==> config.mk <==
export PLATFORM = sky130hd
export DESIGN_NAME = cam_pixel_plotter_flat
export DESIGN_NICKNAME = d
export VERILOG_FILES = /design/src/rtl/cam_pixel_plotter_if.sv /design/src/rtl/cam_pixel_plotter.sv /design/src/flat_wrapper.sv
export SDC_FILE = /design/constraint.sdc
export NUM_CORES = 1
export LEC_CHECK = 0
export ABC_CLOCK_PERIOD_IN_PS = 9730
export BUFFER_PORTS_ARGS = -buffer_cell sky130_fd_sc_hd__buf_2
export CAP_MARGIN = 40
export CORE_UTILIZATION = 42
export CTS_CLUSTER_DIAMETER = 50
export CTS_CLUSTER_SIZE = 25
export DETAILED_ROUTE_END_ITERATION = 6
export HOLD_SLACK_MARGIN = 0.15
export RECOVER_POWER = 50
export SETUP_SLACK_MARGIN = 0.1
export SYNTH_ARGS = -nofsm -noshare
export SYNTH_HDL_FRONTEND = slang
export SYNTH_SLANG_ARGS = --single-unit
==> constraint.sdc <==
create_clock -name clk -period 9.73 [get_ports clk]
set_input_delay 1.946 -clock clk [delete_from_list [all_inputs] [get_ports clk]]
set_output_delay 1.946 -clock clk [all_outputs]
set_load 0.02 [all_outputs]
==> src/rtl/cam_pixel_plotter_if.sv <==
// SRAM controller read/write/ready handshake shared by the pixel plotter (master)
// and the SRAM controller (slave).
interface cam_pixel_plotter_if #(
    parameter int ADDR_W = 18
);
    logic [ADDR_W-1:0] address;
    logic [15:0]       data_write;
    logic [15:0]       data_read;
    logic              read;
    logic              write;
    logic              ready;

    modport master (
        output address, data_write, read, write,
        input  data_read, ready
    );

    modport slave (
        input  address, data_write, read, write,
        output data_read, ready
    );
endinterface

==> src/rtl/cam_pixel_plotter.sv <==
// Plots scaled camera blob points into the 1-bpp SRAM framebuffer by read-modify-write,
// and sweeps the framebuffer to zero on request. Define BRUSH_2X2_EN for a 2x2 brush.
module cam_pixel_plotter #(
    parameter int H_WORDS  = 40,
    parameter int FB_WORDS = 19200,
    parameter int ADDR_W   = 18
) (
    input  logic                       clk,
    input  logic                       reset,
    input  logic                       plot,
    input  logic                       clear,
    input  logic [9:0]                 x,
    input  logic [9:0]                 y,
    cam_pixel_plotter_if.master        sram,
    output logic                       busy,
    output logic                       done
);

    localparam logic [9:0]        PX_MAX    = 10'(H_WORDS * 16 - 1);
    localparam logic [9:0]        PY_MAX    = 10'(FB_WORDS / H_WORDS - 1);
    localparam logic [ADDR_W-1:0] LAST_ADDR = ADDR_W'(FB_WORDS - 1);

    typedef enum logic [3:0] {
        IDLE, SCALE, RD, RD_WAIT, WR, WR_WAIT, NEXT, CLR, CLR_WAIT
    } state_t;

    state_t      r_state;
    logic [9:0]  r_x;
    logic [9:0]  r_y;
    logic [15:0] r_mask;
    logic [15:0] r_data;

    logic [9:0]        w_px;
    logic [9:0]        w_py;
    logic [9:0]        w_pxB;
    logic [9:0]        w_pyB;
    logic              w_dx;
    logic              w_dy;
    logic              w_clip;
    logic              w_skip;
    logic [15:0]       w_mask;
    logic [ADDR_W-1:0] w_addr;

`ifdef BRUSH_2X2_EN
    // Brush pixel index: bit 0 is the x offset, bit 1 the y offset.
    logic [1:0] r_pix;
    assign w_dx = r_pix[0];
    assign w_dy = r_pix[1];
`else
    assign w_dx = 1'b0;
    assign w_dy = 1'b0;
`endif

    // Scale by 5/8 (1024->640, 768->480) with shift-add, then word address = px/16 + py*40.
    assign w_px   = 10'(({3'b000, r_x} + {1'b0, r_x, 2'b00}) >> 3);
    assign w_py   = 10'(({3'b000, r_y} + {1'b0, r_y, 2'b00}) >> 3);
    assign w_pxB  = w_px + {9'b0, w_dx};
    assign w_pyB  = w_py + {9'b0, w_dy};
    assign w_addr = ADDR_W'(w_pxB[9:4]) + (ADDR_W'(w_pyB) << 5) + (ADDR_W'(w_pyB) << 3);
    assign w_mask = 16'h8000 >> w_pxB[3:0];
    assign w_clip = (w_pxB > PX_MAX) || (w_pyB > PY_MAX);
    assign w_skip = (y >= 10'd768) || ((x == 10'd1023) && (y == 10'd1023));

    always_ff @(posedge clk or posedge reset) begin
        if (reset) begin
            r_state         <= IDLE;
            r_x             <= '0;
            r_y             <= '0;
            r_mask          <= '0;
            r_data          <= '0;
            sram.address    <= '0;
            sram.data_write <= '0;
            sram.read       <= 1'b0;
            sram.write      <= 1'b0;
            busy            <= 1'b0;
            done            <= 1'b0;
`ifdef BRUSH_2X2_EN
            r_pix           <= '0;
`endif
        end else begin
            done <= 1'b0;
            case (r_state)
                IDLE: begin
                    if (clear) begin
                        busy         <= 1'b1;
                        sram.address <= '0;
                        r_state      <= CLR;
                    end else if (plot && !w_skip) begin
                        r_x     <= x;
                        r_y     <= y;
                        busy    <= 1'b1;
                        r_state <= SCALE;
`ifdef BRUSH_2X2_EN
                        r_pix   <= '0;
`endif
                    end
                end
                SCALE: begin
                    if (w_clip) begin
                        r_state <= NEXT;
                    end else begin
                        sram.address <= w_addr;
                        r_mask       <= w_mask;
                        r_state      <= RD;
                    end
                end
                RD: begin
                    sram.read <= 1'b1;
                    r_state   <= RD_WAIT;
                end
                RD_WAIT: begin
                    if (sram.ready) begin
                        r_data    <= sram.data_read;
                        sram.read <= 1'b0;
                        r_state   <= WR;
                    end
                end
                WR: begin
                    sram.data_write <= r_data | r_mask;
                    sram.write      <= 1'b1;
                    r_state         <= WR_WAIT;
                end
                WR_WAIT: begin
                    if (sram.ready) begin
                        sram.write <= 1'b0;
                        r_state    <= NEXT;
                    end
                end
                NEXT: begin
`ifdef BRUSH_2X2_EN
                    if (r_pix != 2'd3) begin
                        r_pix   <= r_pix + 2'd1;
                        r_state <= SCALE;
                    end else
`endif
                    begin
                        done    <= 1'b1;
                        busy    <= 1'b0;
                        r_state <= IDLE;
                    end
                end
                CLR: begin
                    sram.data_write <= '0;
                    sram.write      <= 1'b1;
                    r_state         <= CLR_WAIT;
                end
                CLR_WAIT: begin
                    if (sram.ready) begin
                        sram.write <= 1'b0;
                        if (sram.address == LAST_ADDR) begin
                            done    <= 1'b1;
                            busy    <= 1'b0;
                            r_state <= IDLE;
                        end else begin
                            sram.address <= sram.address + 1'b1;
                            r_state      <= CLR;
                        end
                    end
                end
                default: r_state <= IDLE;
            endcase
        end
    end

endmodule

==> src/flat_wrapper.sv <==
// flat-port wrapper written by rule: the top's interface ports become plain ports
module cam_pixel_plotter_flat 
#(
    parameter int H_WORDS  = 40,
    parameter int FB_WORDS = 19200,
    parameter int ADDR_W   = 18
)
  (clk, reset, plot, clear, x, y, busy, done, sram_address, sram_data_write, sram_read, sram_write, sram_data_read, sram_ready);
  cam_pixel_plotter_if #(.ADDR_W(ADDR_W)) sram_i ();
  input  logic clk;
  input  logic reset;
  input  logic plot;
  input  logic clear;
  input  logic [9:0] x;
  input  logic [9:0] y;
  output logic busy;
  output logic done;
  output wire logic [$bits(sram_i.address)-1:0] sram_address;
  output wire logic [$bits(sram_i.data_write)-1:0] sram_data_write;
  output wire logic [$bits(sram_i.read)-1:0] sram_read;
  output wire logic [$bits(sram_i.write)-1:0] sram_write;
  input wire logic [$bits(sram_i.data_read)-1:0] sram_data_read;
  input wire logic [$bits(sram_i.ready)-1:0] sram_ready;
  assign sram_address = sram_i.address;
  assign sram_data_write = sram_i.data_write;
  assign sram_read = sram_i.read;
  assign sram_write = sram_i.write;
  assign sram_i.data_read = sram_data_read;
  assign sram_i.ready = sram_ready;
  cam_pixel_plotter #(.H_WORDS(H_WORDS), .FB_WORDS(FB_WORDS), .ADDR_W(ADDR_W)) u_core (.clk(clk), .reset(reset), .plot(plot), .clear(clear), .x(x), .y(y), .sram(sram_i), .busy(busy), .done(done));
endmodule
Word level (Yosys, flattened, before mapping)
Index checks and enable logic that the tools add are counted.
{"block": "totals", "regBits": 94, "elab_cells": 89, "latchBits": 0, "ram_bits": 0, "in_bits": 41, "n_memories": 0, "romBits": 0}
{"block": "classes", "n_eq_ne": 20, "muxes": 25, "n_reduce_logical": 21, "multipliers": 0, "n_div": 0, "order_cmp": 3, "n_shift": 1, "n_addsub": 5, "bitwise": 3}
{"operator": "18-bit 2-to-1 mux", "n": 4}
{"operator": "18-bit one-hot mux with 3 select lines", "n": 1}
{"operator": "16-bit one-hot mux with 2 select lines", "n": 1}
{"operator": "4-bit one-hot mux with 8 select lines", "n": 1}
{"operator": "10-bit by 12-bit adder with 13-bit output", "n": 2}
{"operator": "10-bit equality test (second input constant)", "n": 2}
{"operator": "4-bit 2-to-1 mux", "n": 5}
{"operator": "18-bit by 1-bit adder with 18-bit output (second input constant)", "n": 1}
{"operator": "18-bit by 13-bit adder with 18-bit output", "n": 1}
{"operator": "18-bit by 15-bit equality test with 1-bit output (second input constant)", "n": 1}
{"operator": "6-bit by 15-bit adder with 16-bit output", "n": 1}
{"operator": "4-bit by 3-bit equality test with 1-bit output (second input constant)", "n": 4}
{"operator": "16-bit OR", "n": 1}
{"operator": "16-bit by 4-bit right shift with 16-bit output (first input constant)", "n": 1}
{"operator": "2-bit inequality test (second input constant)", "n": 6}
{"operator": "10-bit greater-or-equal comparator (second input constant)", "n": 1}
{"operator": "10-bit > comparator (second input constant)", "n": 1}
{"operator": "10-bit by 9-bit > comparator with 1-bit output (second input constant)", "n": 1}
{"operator": "4-bit by 2-bit equality test with 1-bit output (second input constant)", "n": 2}
{"operator": "2-bit AND reduction", "n": 4}
{"operator": "4-bit AND reduction", "n": 2}
{"operator": "1-bit 2-to-1 mux", "n": 7}
{"operator": "3-bit 2-to-1 mux", "n": 2}
{"operator": "1-bit one-hot mux with 2 select lines", "n": 3}
{"operator": "15 further kinds", "n": 23}

Longest topological paths before layout
Gate-level depths: netlist of run 1.
{"block": "depth", "ltp_word": 8, "mapped_depth": 21, "depth_no_buf": 21}

Worst setup path before layout of run 1
OpenSTA, ideal clock, no wires.
{"block": "synth_path", "path_type": "flip-flop to flip-flop", "start": "register u_core.r_x[2]", "end": "register u_core.sram.address[12]", "path_buffers": 0, "setup_slack_ns": 5.803, "t_required_ns": 9.609, "synth_period_minus_slack_ns": 3.927, "stages_incl_launch_ff": 20, "arrival_time_ns": 3.806, "cell_sequence": "dfrtp_1 > ha_1 > nor2b_1 > o21bai_1 > nand2b_1 > o21ai_0 > nand2b_1 > a21oi_1 > nor2_1 > ha_1 > ha_1 > xor2_1 > ha_1 > o21a_1 > a2111oi_0 > nor3_1 > a21oi_1 > xor2_1 > o21ai_0 > a22o_1"}
{"block": "synth_between", "elab_chain_cells": 5, "elab_cells_between_ends": 9, "classes_between": "3 x add/sub; 1 x order compare; 1 x eq/ne; 2 x mux; 2 x reduce/logical"}
{"item": "start, declared", "line": "cam_pixel_plotter.sv:28", "rtl": "logic [9:0] r_x;"}
{"item": "start signal, assigned", "line": "cam_pixel_plotter.sv:67", "rtl": "r_x <= '0;"}
{"item": "start signal, assigned", "line": "cam_pixel_plotter.sv:89", "rtl": "r_x <= x;"}
{"item": "10-bit by 12-bit adder with 13-bit output *", "line": "cam_pixel_plotter.sv:55", "rtl": "assign w_px = 10'(({3'b000, r_x} + {1'b0, r_x, 2'b00}) >> 3);"}
{"item": "6-bit by 15-bit adder with 16-bit output / 10-bit > comparator (equally long branches)", "line": "cam_pixel_plotter.sv:59, cam_pixel_plotter.sv:61"}
{"item": "18-bit by 13-bit adder with 18-bit output / 1-bit logical OR (equally long branches)", "line": "cam_pixel_plotter.sv:59, cam_pixel_plotter.sv:61"}
{"item": "18-bit 2-to-1 mux / 2-bit inequality test (equally long branches)"}
{"item": "18-bit one-hot mux with 3 select lines / 5-bit AND reduction (equally long branches)"}
{"item": "end signal, assigned", "line": "cam_pixel_plotter.sv:102", "rtl": "sram.address <= w_addr;"}
{"item": "end signal, assigned", "line": "cam_pixel_plotter.sv:155", "rtl": "sram.address <= sram.address + 1'b1;"}
{"item": "end, declared", "line": "cam_pixel_plotter_if.sv:14", "rtl": "output address, data_write, read, write,"}
Every way passes the cells marked *; elsewhere a longest branch is shown, timed or not. The select of a mux whose other input is x is not followed.
A chain may end at the register's enable or synchronous reset.

==> impl_metrics.env, run 1 <==
export IMPL_critical_path_required_ns=9.40
export IMPL_via_per_inst=5.732
export IMPL_r2r_setup_slack_ns=5.34
export IMPL_async_flop_share_pct=100.0
export IMPL_place_congestion=0.8490
export IMPL_antenna_found_initial=0
export IMPL_synthTopCellsByArea="dfrtp_1 (40%), mux2_2 (6.4%), ha_1 (5.8%)"
export IMPL_cts_max_level=3
export IMPL_worst_path_max_fanout=64
export IMPL_tns_ns=0
export IMPL_fin_nets=763
export IMPL_max_slew_margin_pct=-133.2
export IMPL_die_h_um=119.7
export IMPL_synth_xor_xnor_area_share_pct=4.023
export IMPL_cts_tree="yes"
export IMPL_first_pass_iters=5
export IMPL_ys_seq_elements=94
export IMPL_hold_path_endpoint="u_core.sram.data_write[2]"
export IMPL_dr_max_layer_used="met4"
export IMPL_reg2reg_depth=19
export IMPL_crit_chain="buf_2 -> clkinvlp_2 -> clkbuf_1"
export IMPL_synth_most_common_cell="dfrtp_1"
export IMPL_cts_hold_buf=0
export IMPL_synth_top_family_by_area="compound AO/OA/AOI/OAI gates"
export IMPL_dr_first_iter_drc_count=452
export IMPL_row_count=42
export IMPL_finalClockSkew_ns=0.009927
export IMPL_met3_length_um=718
export IMPL_synth_cell_types=69
export IMPL_drt_wirelength_per_cell_um=15.76
export IMPL_max_stage_delay_ns=2.53
export IMPL_grt_pass1_vias=4721
export IMPL_yosys_area_share_adder_pct=6.842
export IMPL_synth_fp_nets=695
export IMPL_max_cap_viol_count=1
export IMPL_syn_inst=624
export IMPL_yosys_area_top_type="dfrtp_1"
export IMPL_hold_path_class="reg2reg"
export IMPL_synth_edf_count=0
export IMPL_yosysSeqAreaShare_pct=40.45
export IMPL_postLayoutCoreUtil_pct=49.36
export IMPL_finalHoldViolCount=0
export IMPL_tightest_slew_ns=3.498
export IMPL_rsz0062_at_grt="no"
export IMPL_hold_depth=2
export IMPL_failed_checks="capacitance limit, slew limit"
export IMPL_wl_met1_um=6312
export IMPL_finalCritPeriodShare_pct=58.56
export IMPL_cts_root_buf="clkbuf_16"
export IMPL_io_pins=79
export IMPL_cts_buffer_depth=2
export IMPL_cts_buffers=9
export IMPL_drive_above_1_share_pct=15.64
export IMPL_crit_start="reset"
export IMPL_antenna_cells=0
export IMPL_synth_compound_area_share_pct=19.60
export IMPL_clk_pin_slew_ns=0.07
export IMPL_antenna_left=0
export IMPL_multi_input_area_um2=3276
export IMPL_initial_core_util_pct=43.57
export IMPL_fp_coreArea_um2=13350
export IMPL_slew_viol_final=65
export IMPL_critPathKind="in2async"
export IMPL_setup_violations_final=0
export IMPL_ctsResizeCount=0
export IMPL_grt_pass1_wl_um=23310
export IMPL_post_dp_hpwl_um=10200
export IMPL_grt_util_all_layers_pct=20.49
export IMPL_synthMuxAreaShare_pct=6.906
export IMPL_port_buffers=78
export IMPL_area_growth_pct=13.30
export IMPL_grt_start_max_net_pins=65
export IMPL_dp_cells=857
export IMPL_wl_met2_um=6598
export IMPL_synthFlopType="dfrtp_1"
export IMPL_vias=5004
export IMPL_synth_cell_area_um2=5816
export IMPL_die_w_um=119.7
export IMPL_synthTopCellsByCount="dfrtp_1 (94), nand2_1 (67), nor2_1 (60), o21ai_0 (46), mux2_2 (33)"
export IMPL_avgSynthCellArea_um2=9.320
export IMPL_synth_top_area_share_pct=40.45
export IMPL_max_freq_ghz=0.1755
export IMPL_clock_sinks=94
export IMPL_start_kind="input port"
export IMPL_fin_crit_ns=5.698
export IMPL_remaining_drc_errors=0
export IMPL_fin_cells=873
export IMPL_endpoint_kind="async pin"
export IMPL_cp_slowest_cell="clkbuf_1"
export IMPL_post_cts_buffers=0
export IMPL_min_from="u_core.sram.data_write[2]"
export IMPL_yosys_area_share_simple_pct=19.04
export IMPL_grt_overflow=0
export IMPL_die_area_um2=14320
export IMPL_clk_latency_ns=0.36
export IMPL_r2r_start="u_core.r_x[2]"
export IMPL_status="finished with violations"
export IMPL_regArea_um2=2352
export IMPL_cp_arrival_ns=5.36
export IMPL_wl_um=13760
export IMPL_timing_rr_end="u_core.sram.address[12]"
export IMPL_num_fill_cells=1314
export IMPL_synth_warning_count=0
-- state kept, by name, indices dropped and copies added, names as in the netlist --
| name | count |
|---|---|
| u_core.sram.address | 18 |
| u_core.sram.write | 1 |
| u_core.r_x | 10 |
| u_core.r_mask | 16 |
| u_core.sram.data_write | 16 |
| u_core.r_y | 10 |
| u_core.busy | 1 |
| u_core.r_state | 4 |
| u_core.sram.read | 1 |
| u_core.done | 1 |
| u_core.r_data | 16 |
-- routing by layer --
metal	global-route usage (%)	vias up
li1	-	2415
met1	27.89	2453
met2	32.73	126
met3	4.943	10
met4	5.000	0
met5	0	-
-- cell families after synthesis --
| family | count (synthesis) |
|---|---|
| simple gates | 227 |
| compound gates | 170 |
| flops | 94 |
| buf+inv | 42 |
| mux | 36 |
| fa+ha+maj | 30 |
| xor+xnor | 25 |
-- per-stage QoR --
step	area (um^2)	worst slack [ns]	hold WS [ns]
2_1_floorplan	5816	5.335	0.4492
4_1_cts	6660	5.376	0.4816
5_1_grt	6589	2.993	0.5026
6_report	6589	4.032	0.4756
3_5_place_dp	6351	5.404	0.4657
3_3_place_gp	6331	5.543	0.4576
-- worst max path at each step --
stage	endpoint	slack [ns]	cells after the start
6_report	u_core.r_y[9]	4.03	3
5_1_grt	u_core.r_y[3]	2.99	3
4_1_cts	u_core.sram.address[12]	5.38	19
3_5_place_dp	u_core.sram.address[12]	5.40	19
3_3_place_gp	u_core.sram.address[12]	5.54	19
2_1_floorplan	u_core.busy	5.34	1
-- layout make-up --
cell class                 count  share of cell area, %
multi-input combinational    488                  49.72
sequential                    94                  35.70
timing repair buffer          84                  5.678
clock buffer                  10                  3.475
tap                          176                  3.342
clock inverter                 6                  1.215
inverter                      15                 0.8735
-- cell usage in the layout, fill, tap and decap left out, types with 13 or more instances in the layout --
| cell | n |
|---|---|
| o21ai_0 | 46 |
| a31oi_1 | 13 |
| nand2_1 | 67 |
| nand3_1 | 19 |
| buf_2 | 41 |
| nor2_1 | 60 |
| dfrtp_1 | 94 |
| nor3_1 | 13 |
| inv_1 | 14 |
| xnor2_1 | 13 |
| mux2_2 | 33 |
| o31ai_1 | 22 |
| a21oi_1 | 31 |
| ha_1 | 27 |
| clkbuf_1 | 42 |
-- critical path, delay by kind of cell --
| family | cells | cell delay (ns) |
|---|---|---|
| buf+inv | 3 | 3.37 |
Power of run 1 is left out: the tool's default activity adds up to more than one toggle a clock period on the data nets, which glitch-free logic cannot reach.
==> inputs of run 2 (changes only) <==
ABC_CLOCK_PERIOD_IN_PS = 5600   (was 9730)
clock period = 5.6 ns   (was 9.73 ns; I/O delays follow)
==> impl_metrics.env, run 2 (synthesis gave the netlist of run 1 again) <==
export IMPL_place_congestion=0.8894
export IMPL_critPathKind="reg2reg"
export IMPL_critical_path_required_ns=5.85
export IMPL_antenna_found_initial=0
export IMPL_fin_nets=764
export IMPL_max_stage_delay_ns=0.42
export IMPL_max_slew_margin_pct=28.34
export IMPL_finalHoldViolCount=0
export IMPL_die_area_um2=14320
export IMPL_stdcell_area_um2=6651
export IMPL_cts_buffer_depth=2
export IMPL_busiest_layer="met2"
export IMPL_die_w_um=119.7
export IMPL_hold_path_class="reg2reg"
export IMPL_drive_above_1_share_pct=19.20
export IMPL_die_h_um=119.7
export IMPL_clock_sinks=94
export IMPL_post_dp_hpwl_um=10460
export IMPL_endpoint_kind="flop"
export IMPL_remaining_drc_errors=0
export IMPL_r2r_start="u_core.r_x[2]"
export IMPL_antenna_cells=0
export IMPL_met1_usage_pct=28.96
export IMPL_worst_path_max_fanout=5
export IMPL_final_common_cell="dfrtp_1"
export IMPL_cts_hold_buf=0
export IMPL_cts_max_level=3
export IMPL_grt_util_all_layers_pct=20.98
export IMPL_cts_tree="yes"
export IMPL_rsz0062_at_grt="no"
export IMPL_grt_overflow=0
export IMPL_crit_chain="ha_1 -> nor2b_1 -> o21bai_1 -> nand2b_1 -> o21ai_0 -> nand2b_1 -> a21oi_1 -> nor2_1 -> ha_1 -> ha_1 -> xor2_1 -> ha_1 -> o21a_1 -> a2111oi_0 -> nor3_1 -> a21oi_1 -> xor2_1 -> o21ai_0 -> a22o_1"
export IMPL_max_freq_ghz=0.2311
export IMPL_gr_usage_met3_pct=3.802
export IMPL_antenna_left=0
export IMPL_setup_violations_final=0
export IMPL_dpl_cell_area_um2=6391
export IMPL_vias=4919
export IMPL_r2r_setup_slack_ns=1.27
export IMPL_largest_reg_flops=18
export IMPL_dr_first_iter_drc_count=435
export IMPL_initial_core_util_pct=43.57
export IMPL_fp_coreArea_um2=13350
export IMPL_grt_pass1_wl_um=23720
export IMPL_clk_pin_slew_ns=0.07
export IMPL_finalCritPeriodShare_pct=77.27
export IMPL_start_kind="flop"
export IMPL_slew_viol_final=0
export IMPL_tns_ns=0
export IMPL_fin_crit_ns=4.327
export IMPL_clk_latency_ns=0.36
export IMPL_reg2reg_depth=19
export IMPL_tightest_slew_ns=1.069
export IMPL_cp_slowest_cell="dfrtp_1"
export IMPL_timing_rr_end="u_core.sram.address[12]"
export IMPL_cts_root_buf="clkbuf_16"
export IMPL_wl_um=14000
export IMPL_crit_start="u_core.r_x[2]"
export IMPL_drt_wirelength_per_cell_um=16.02
export IMPL_path_common_cell="ha_1"
export IMPL_area_growth_pct=14.37
export IMPL_met2_usage_pct=32.98
export IMPL_max_cap_viol_count=0
export IMPL_post_cts_buffers=0
export IMPL_io_pins=79
export IMPL_first_pass_iters=5
export IMPL_cts_buffers=9
export IMPL_regMostFlops="u_core.sram.address"
export IMPL_critPathCapture="u_core.sram.address[12]"
export IMPL_status="finished, final reports clean"
export IMPL_final_cell_mix="dfrtp_1 (94), nand2_1 (67), buf_2 (61)"
export IMPL_grt_pass1_vias=4689
export IMPL_grt_start_max_net_pins=56
export IMPL_port_buffers=78
export IMPL_via_per_inst=5.628
export IMPL_ctsResizeCount=0
export IMPL_holdWs_ns=0.4755
export IMPL_finalClockSkew_ns=0.008447
export IMPL_cp_arrival_ns=4.58
export IMPL_row_count=42
## run 2: worst min path at each step
stage | endpoint | depth (start not counted) | start | slack, ns
4_1_cts | u_core.sram.read | 1 | u_core.sram.read | 0.48
3_3_place_gp | u_core.sram.data_write[2] | 2 | u_core.sram.data_write[2] | 0.46
5_1_grt | u_core.sram.read | 1 | u_core.sram.read | 0.50
2_1_floorplan | u_core.r_mask[0] | 2 | u_core.r_mask[0] | 0.45
3_5_place_dp | u_core.sram.read | 1 | u_core.sram.read | 0.46
6_report | u_core.sram.read | 1 | u_core.sram.read | 0.48
## run 2: area by class of cell
type | instances | area [um^2]
clock buffer | 9 | 225.2
multi-input combinational | 488 | 3281
tap | 176 | 220.2
fill | 1300 | 6696
sequential | 94 | 2352
inverter | 15 | 57.56
clock inverter | 7 | 61.31
timing repair buffer | 85 | 454.2
## run 2: through the flow
stage / utilization [%] / setup slack (ns) / instances
final: 49.83 / 1.273 / 874
after global routing: 49.83 / 0.8640 / 874
after CTS: 50.03 / 1.291 / 874
after detailed placement: 47.88 / 1.348 / 858
after global placement: 47.43 / 1.387 / 855
after floorplan: - / 1.673 / 624
## run 2: layer usage
layer | share of wire [%] | vias to the layer above | wire [um]
met5 | 0 | - | 0
met3 | 4.1 | 17 | 579
li1 | - | 2426 | -
met1 | 48 | 2365 | 6716
met2 | 46 | 111 | 6459
met4 | 1.7 | 0 | 243
## run 2: critical path: cells and delay by family (launching register included)
kind | cells | cell delay (ns)
xor+xnor | 2 | 0.32
flops | 1 | 0.42
compound gates | 8 | 1.78
simple gates | 5 | 0.56
fa+ha+maj | 4 | 1.15
Power of run 2 is left out for the same reason.
==> inputs of run 3 (changes only) <==
ABC_CLOCK_PERIOD_IN_PS = 3900   (was 5600)
clock period = 3.9 ns   (was 5.6 ns; I/O delays follow)
==> impl_metrics.env, run 3 (synthesis gave the netlist of run 1 again) <==
export IMPL_finalCritPeriodShare_pct=96.62
export IMPL_fp_coreArea_um2=13350
export IMPL_first_pass_iters=5
export IMPL_max_slew_margin_pct=-23.04
export IMPL_failed_checks="capacitance limit, slew limit"
export IMPL_endpoint_kind="flop"
export IMPL_hold_path_class="reg2reg"
export IMPL_num_fill_cells=1222
export IMPL_final_cell_mix="dfrtp_1 (93), nand2_1 (66), buf_2 (63)"
export IMPL_fin_crit_ns=3.768
export IMPL_crit_start="u_core.r_x[4]"
export IMPL_grt_util_all_layers_pct=21.43
export IMPL_reg2reg_depth=20
export IMPL_place_congestion=0.8435
export IMPL_grt_pass1_vias=4903
export IMPL_fin_nets=798
export IMPL_dr_max_layer_used="met4"
export IMPL_max_cap_viol_count=1
export IMPL_cp_arrival_ns=3.98
export IMPL_post_dp_hpwl_um=10580
export IMPL_port_buffers=78
export IMPL_clk_latency_ns=0.36
export IMPL_postLayoutCoreUtil_pct=53.63
export IMPL_row_count=42
export IMPL_drive_above_1_share_pct=28.69
export IMPL_clock_sinks=94
export IMPL_cts_hold_buf=0
export IMPL_die_area_um2=14320
export IMPL_die_w_um=119.7
export IMPL_setup_violations_final=0
export IMPL_timing_rr_end="u_core.sram.address[13]"
export IMPL_finalHoldViolCount=0
export IMPL_slew_viol_final=36
export IMPL_clk_pin_slew_ns=0.07
export IMPL_dr_first_iter_drc_count=435
export IMPL_antenna_cells=0
export IMPL_critPathKind="reg2reg"
export IMPL_wl_met2_um=7178
export IMPL_vias=5090
export IMPL_cts_buffer_depth=2
export IMPL_hold_depth=2
export IMPL_critical_path_required_ns=4.11
export IMPL_area_growth_pct=23.09
export IMPL_grt_start_max_net_pins=39
export IMPL_die_h_um=119.7
export IMPL_largest_reg_flops=18
export IMPL_grt_pass1_wl_um=24410
export IMPL_wl_met1_um=6683
export IMPL_grt_overflow=0
export IMPL_tightest_slew_ns=1.846
export IMPL_regMostFlops="u_core.sram.address"
export IMPL_critPathCapture="u_core.sram.address[13]"
export IMPL_cts_root_buf="clkbuf_16"
export IMPL_rsz0062_at_grt="yes"
export IMPL_cts_tree="yes"
export IMPL_antenna_found_initial=0
export IMPL_remaining_drc_errors=0
export IMPL_r2r_setup_slack_ns=0.13
export IMPL_cts_buffers=9
export IMPL_initial_core_util_pct=43.57
export IMPL_io_pins=79
export IMPL_wl_um=14780
export IMPL_max_freq_ghz=0.2654
export IMPL_holdWs_ns=0.4830
export IMPL_finalClockSkew_ns=0.006468
export IMPL_final_common_cell="dfrtp_1"
export IMPL_via_per_inst=5.606
export IMPL_status="finished with violations"
export IMPL_antenna_left=0
export IMPL_met3_length_um=696
export IMPL_cts_max_level=3
export IMPL_drt_wirelength_per_cell_um=16.28
export IMPL_worst_path_max_fanout=3
export IMPL_start_kind="flop"
export IMPL_r2r_start="u_core.r_x[4]"
==> run 3: cell types whose count changed in the layout (fill, tap and decap cells not counted), sizes merged <==
cell | before | now
clkbuf | 28 | 27
clkinv | 2 | 3
inv | 18 | 17
buf | 66 | 101
==> run 3: worst min-delay path by stage <==
| stage | start | to | slack, ns |
|---|---|---|---|
| detailed placement | u_core.sram.data_write[2] | u_core.sram.data_write[2] | 0.47 |
| global placement | u_core.sram.data_write[1] | u_core.sram.data_write[1] | 0.46 |
| global route | u_core.r_mask[9] | u_core.r_mask[9] | 0.51 |
| finish | u_core.sram.data_write[4] | u_core.sram.data_write[4] | 0.48 |
| CTS | reset | u_core.sram.data_write[5] | 0.40 |
| floorplan | u_core.r_mask[0] | u_core.r_mask[0] | 0.45 |
==> run 3: layer usage <==
| layer | up-vias | global-route usage [%] |
|---|---|---|
| li1 | 2485 | - |
| met1 | 2459 | 28.04 |
| met2 | 128 | 35.26 |
| met3 | 18 | 4.135 |
| met4 | 0 | 7.656 |
| met5 | - | 0 |
==> run 3: critical path: stages (launching register included) <==
cell and delay, ns:
dfrtp_2 0.45, ha_4 0.25, nor2b_4 0.13, o21bai_4 0.15, nand2b_4 0.07, o21ai_2 0.12, nand2b_1 0.08, a21oi_2 0.17
nor2_1 0.06, ha_2 0.20, ha_4 0.16, xor2_1 0.15, ha_1 0.35, o21a_1 0.20, o31ai_4 0.10, a21oi_2 0.21
o2111ai_2 0.13, nand3_1 0.12, xor2_1 0.19, mux2i_1 0.24, o211ai_1 0.10
==> run 3: stage by stage <==
stage / std cells / TNS, ns / setup WS (ns) / instance area [um^2]
global route: 908 / -0.1497 / -0.06828 / 7158
detailed placement: 876 / -0.1308 / -0.08523 / 6569
finish: 908 / 0 / 0.1319 / 7158
global placement: 872 / -0.02639 / -0.02639 / 6501
floorplan: 624 / 0 / 0.1476 / 5846
CTS: 901 / 0 / 0.1097 / 6994
==> run 3: cell type report <==
type                    count  area, um^2  share of cell area (%)
clock buffers               9       225.2                   3.146
clock inverters             7       66.31                  0.9264
inverters                  15       57.56                  0.8041
multi-input cells         488        3536                   49.40
flip-flops and latches     94        2354                   32.88
well taps                 176       220.2                   3.076
repair buffers            119       699.4                   9.771
==> run 3: timing repair <==
item                       in CTS  in global routing
pin swaps                      16                 25
setup endpoints to repair       4                  5
buffers inserted                9                  7
resized for setup              19                 32
Power of run 3 is left out for the same reason.
